[src/rtl/ysyx22041405_wb_arbiter.sv]
// Writeback arbiter: round-robin EXU/LSU arbitration onto the single regfile write port,
// plus a per-register busy scoreboard that holds back issue on RAW/WAW hazards.
module ysyx22041405_wb_arbiter #(
  parameter int WIDTH = 32
) (
  input  logic             clk,
  input  logic             rst,
  input  logic             exu_valid,
  output logic             exu_ready,
  input  logic [4:0]       exu_rd,
  input  logic [WIDTH-1:0] exu_data,
  input  logic             lsu_valid,
  output logic             lsu_ready,
  input  logic [4:0]       lsu_rd,
  input  logic [WIDTH-1:0] lsu_data,
  input  logic             iss_valid,
  output logic             iss_ready,
  input  logic [4:0]       iss_rs1,
  input  logic [4:0]       iss_rs2,
  input  logic [4:0]       iss_rd,
  output logic             rf_we,
  output logic [4:0]       rf_waddr,
  output logic [WIDTH-1:0] rf_wdata,
  output logic             wb_err
);

  typedef enum logic {
    SRC_EXU = 1'b0,
    SRC_LSU = 1'b1
  } src_e;

  src_e             rr_last;
  src_e             rr_last_next;
  logic             grant_exu;
  logic             grant_lsu;
  logic             grant_any;
  logic [4:0]       grant_rd;
  logic [WIDTH-1:0] grant_data;
  logic             grant_writes;
  logic             issue_fire;
  logic             err_set;
  logic [31:0]      busy;
  logic [31:0]      busy_next;

  // On a tie the requester that did not win last time is granted.
  always_comb begin
    grant_exu    = 1'b0;
    grant_lsu    = 1'b0;
    rr_last_next = rr_last;
    if (exu_valid && lsu_valid) begin
      if (rr_last == SRC_LSU) grant_exu = 1'b1;
      else                    grant_lsu = 1'b1;
    end else if (exu_valid) begin
      grant_exu = 1'b1;
    end else if (lsu_valid) begin
      grant_lsu = 1'b1;
    end
    if (grant_exu)      rr_last_next = SRC_EXU;
    else if (grant_lsu) rr_last_next = SRC_LSU;
  end

  assign exu_ready    = grant_exu;
  assign lsu_ready    = grant_lsu;
  assign grant_any    = grant_exu | grant_lsu;
  assign grant_rd     = grant_lsu ? lsu_rd   : exu_rd;
  assign grant_data   = grant_lsu ? lsu_data : exu_data;
  assign grant_writes = grant_any && (grant_rd != 5'd0);
  assign err_set      = grant_writes && !busy[grant_rd];

  assign iss_ready  = ~(busy[iss_rs1] | busy[iss_rs2] | busy[iss_rd]);
  assign issue_fire = iss_valid && iss_ready && (iss_rd != 5'd0);

  // Clear for the register being written this cycle, set for the issuing destination.
  always_comb begin
    busy_next = busy;
    if (rf_we)      busy_next[rf_waddr] = 1'b0;
    if (issue_fire) busy_next[iss_rd]   = 1'b1;
    busy_next[0] = 1'b0;
  end

  always_ff @(posedge clk) begin
    if (rst) begin
      rr_last  <= SRC_LSU;
      busy     <= '0;
      rf_we    <= 1'b0;
      rf_waddr <= '0;
      rf_wdata <= '0;
      wb_err   <= 1'b0;
    end else begin
      rr_last <= rr_last_next;
      busy    <= busy_next;
      rf_we   <= grant_writes;
      if (grant_writes) begin
        rf_waddr <= grant_rd;
        rf_wdata <= grant_data;
      end
      if (err_set) wb_err <= 1'b1;
    end
  end

endmodule

[config.mk]
export PLATFORM = sky130hd
export DESIGN_NAME = ysyx22041405_wb_arbiter
export DESIGN_NICKNAME = d
export VERILOG_FILES = /design/src/rtl/ysyx22041405_wb_arbiter.sv
export SDC_FILE = /design/constraint.sdc
export NUM_CORES = 1
export LEC_CHECK = 0
export ABC_CLOCK_PERIOD_IN_PS = 2200
export CELL_PAD_IN_SITES_DETAIL_PLACEMENT = 0
export CELL_PAD_IN_SITES_GLOBAL_PLACEMENT = 1
export CORE_UTILIZATION = 32
export CTS_BUF_LIST = sky130_fd_sc_hd__clkbuf_16
export CTS_CLUSTER_DIAMETER = 100
export CTS_CLUSTER_SIZE = 16
export DETAILED_ROUTE_END_ITERATION = 8
export MAX_ROUTING_LAYER = met4
export PLACE_DENSITY = 0.85
export SYNTH_ARGS = -nofsm -noshare
export SYNTH_HDL_FRONTEND = slang
export SYNTH_SLANG_ARGS = --single-unit
[constraint.sdc]
create_clock -name clk -period 2.2 [get_ports clk]
set_input_delay 0.22 -clock clk [delete_from_list [all_inputs] [get_ports clk]]
set_output_delay 0.22 -clock clk [all_outputs]
set_load 0.005 [all_outputs]
==> results.json <==
{
  "syn_area_per_cell_sq_um": 8.62,
  "path_clk_slew_ns": 0.06,
  "portBuffers": 135,
  "grt_max_degree": 48,
  "die_x_um": 122,
  "nets": 841,
  "synth_top_family_by_area": "compound AO/OA/AOI/OAI gates",
  "rsz0062_at_grt": "yes",
  "first_global_vias": 5358,
  "synth_top_area_cell": "dfxtp_1",
  "synth_area_leaders": "dfxtp_1 31%, mux4_2 10%, nand2_1 8.5%",
  "setup_ws_ns": -0.332,
  "fin_util_pct": 54.1,
  "cap_violations": 0,
  "firstDrtPassIters": 5,
  "ys_warn_count": 0,
  "yosys.area_share.simple_pct": 24.4,
  "die_h_um": 122,
  "routed_via_density": 5.77,
  "root_buffer": "clkbuf_16",
  "dieArea_sq_mm": 0.0149,
  "io_pins": 136,
  "syn-num-nets": 630,
  "multi_input_area_sq_mm": 0.00328,
  "coreArea_sq_mm": 0.0140,
  "ir_drop_mv": 0.329,
  "synth_compound_area_share_pct": 25.4,
  "tightest_slew_ns": 0.793,
  "synth-edff-count": 0,
  "final_common_cell": "clkdlybuf4s50_1",
  "grt.total_usage_pct": 26.3,
  "synthAdderAreaFrac_pct": 0,
  "finalWeightedCongestion": 0.997,
  "violations": "setup timing",
  "fillCellCount": 1276,
  "syn-cell-area_sq_mm": 0.00462,
  "powerDensity_mw_per_mm2": 535,
  "clock-skew-final_ns": 0.00781,
  "cts.htree.levels": 3,
  "async_flop_share_pct": 0,
  "vias": 5382,
  "drt_iter0_drc": 373,
  "layout_min_cycle_time_ns": 2.53,
  "max_freq_mhz": 395,
  "area_delta_synth_final_pct": 63.7,
  "dp_hpwl_um": 13700,
  "seqCellArea_sq_mm": 0.00143,
  "critPathMaxFanout": 4,
  "grt_pass1_wl_um": 28800,
  "crit_type": "flip-flop to primary output",
  "tritoncts": "built",
  "drtAntennaViolNets": 0,
  "endpoint_kind": "primary output",
  "tns_ns": -7.31,
  "wl_per_cell_um": 20.3,
  "cts_hold_buf": 0,
  "p_leak_uw": 0.00307,
  "clkLatencyLatePin_ns": 0.34,
  "synth.area.mux_share_pct": 14.5,
  "hp-class": "input port to flip-flop",
  "start_util_pct": 33.0,
  "cts_sinks": 71,
  "slew_headroom_pct": 47.1,
  "numCtsBuffers": 9,
  "status": "complete, but fails checks",
  "final_cell_mix": "128 x clkdlybuf4s50_1, 105 x nand2_1, 98 x buf_4",
  "synthCells": 536,
  "ys_ff_latch": 71,
  "worstPathRequired_ns": 1.98,
  "synthXorXnorAreaFrac_pct": 0,
  "fp-row-count": 43,
  "start_kind": "flip-flop",
  "setup_viol": 32,
  "grt_overflow_total": 0,
  "synth_top_cell_area_share_pct": 30.8,
  "ys_seq_area_share_pct": 30.8,
  "synth_top_flop_cell": "dfxtp_1",
  "drt-total-wl_um": 18900,
  "drc_errors": 0,
  "drive_above_1_share_pct": 26.7,
  "antenna_found_initial": 0,
  "cp.arrival_ns": 2.31,
  "synth.distinct_cells": 60,
  "hold_viol": 0,
  "min_period_over_period_pct": 115,
  "maxSlewViolCount": 0,
  "cts_buffer_depth": 2
}
## power breakdown
part           switching, uW  leakage, uW  internal (uW)
sequential              70.4     0.000586           1360
clock                    582     0.000157            985
combinational            477      0.00233            569
## sequential cells by signal, indices dropped and copies added, names as in the netlist
signal,flops
busy,31
rf_waddr,5
rf_wdata,32
rf_we,1
rr_last,1
wb_err,1
## kinds of logic after synthesis
kind of cell           after synthesis
buffers and inverters               53
muxes                               40
and+or+nand+nor                    234
DFF                                 71
AOI/OAI and AO/OA                  138
## critical path: stages, from the launching register on
cell      delay, ns
dfxtp_1        0.34
buf_4          0.17
mux4_2         0.46
nor2b_1        0.16
a311oi_1       0.39
nand3_1        0.16
buf_6          0.16
inv_2          0.05
buf_6          0.08
## per-stage QoR
| step | total power (uW) | setup WS [ns] | std cells | instance area (sq um) | hold slack (ns) |
|---|---|---|---|---|---|
| after CTS | 3990 | -0.314 | 929 | 7270 | 0.404 |
| after global routing | 4200 | -0.389 | 932 | 7560 | 0.461 |
| final | 4040 | -0.332 | 933 | 7560 | 0.425 |
| after detailed placement | 2390 | -1.11 | 909 | 6790 | 0.493 |
| after global placement | 2380 | -1.02 | 909 | 6790 | 0.486 |
| after floorplan | 1850 | -0.0369 | 536 | 4660 | 0.342 |
## final timing paths
check	cells after the start	start	slack, ns	endpoint
max reg2reg	10	busy[12]	-0.29	busy[28]
min reg2reg	2	rf_wdata[12]	0.50	rf_wdata[12]
min	3	rst	0.42	rf_wdata[28]
max	8	busy[12]	-0.33	iss_ready
## synthesized netlist by cell type (5+ instances only)
| master | instances |
|---|---|
| nand3_1 | 10 |
| o31ai_1 | 16 |
| mux2_2 | 6 |
| a21boi_0 | 7 |
| a221oi_1 | 7 |
| inv_1 | 7 |
| nor2_1 | 44 |
| clkbuf_1 | 31 |
| dfxtp_1 | 71 |
| mux2i_1 | 12 |
| a21oi_1 | 8 |
| a311oi_1 | 33 |
| nand3b_1 | 20 |
| nand2_1 | 105 |
| nor2b_1 | 26 |
| nor3b_1 | 8 |
| a211oi_1 | 5 |
| o41ai_2 | 14 |
| o21ai_0 | 20 |
| mux4_2 | 21 |
## metal layers
metal | global-route usage (%) | vias up | wire [um]
li1 | - | 2442 | -
met3 | 5.43 | 70 | 1710
met4 | 14.5 | 0 | 952
met1 | 31.6 | 2535 | 7330
met5 | - | - | 0
met2 | 41.2 | 335 | 8920
## repair_timing
action	4_1_cts	5_1_grt
gates resized for setup	36	35
setup buffers	2	2
pin swaps	8	23
setup endpoints to repair	32	34
gates cloned	2	1
## cell type report
type,count,area share [%]
Multi-Input combinational cell,412,43.3
Timing Repair Buffer,244,30.2
Sequential cell,71,18.9
Clock buffer,9,2.98
Tap cell,180,2.98
Clock inverter,7,1.16
Inverter,9,0.447
Antenna cell,1,0.0331
Note: power is estimated with default switching activity, not from simulation.
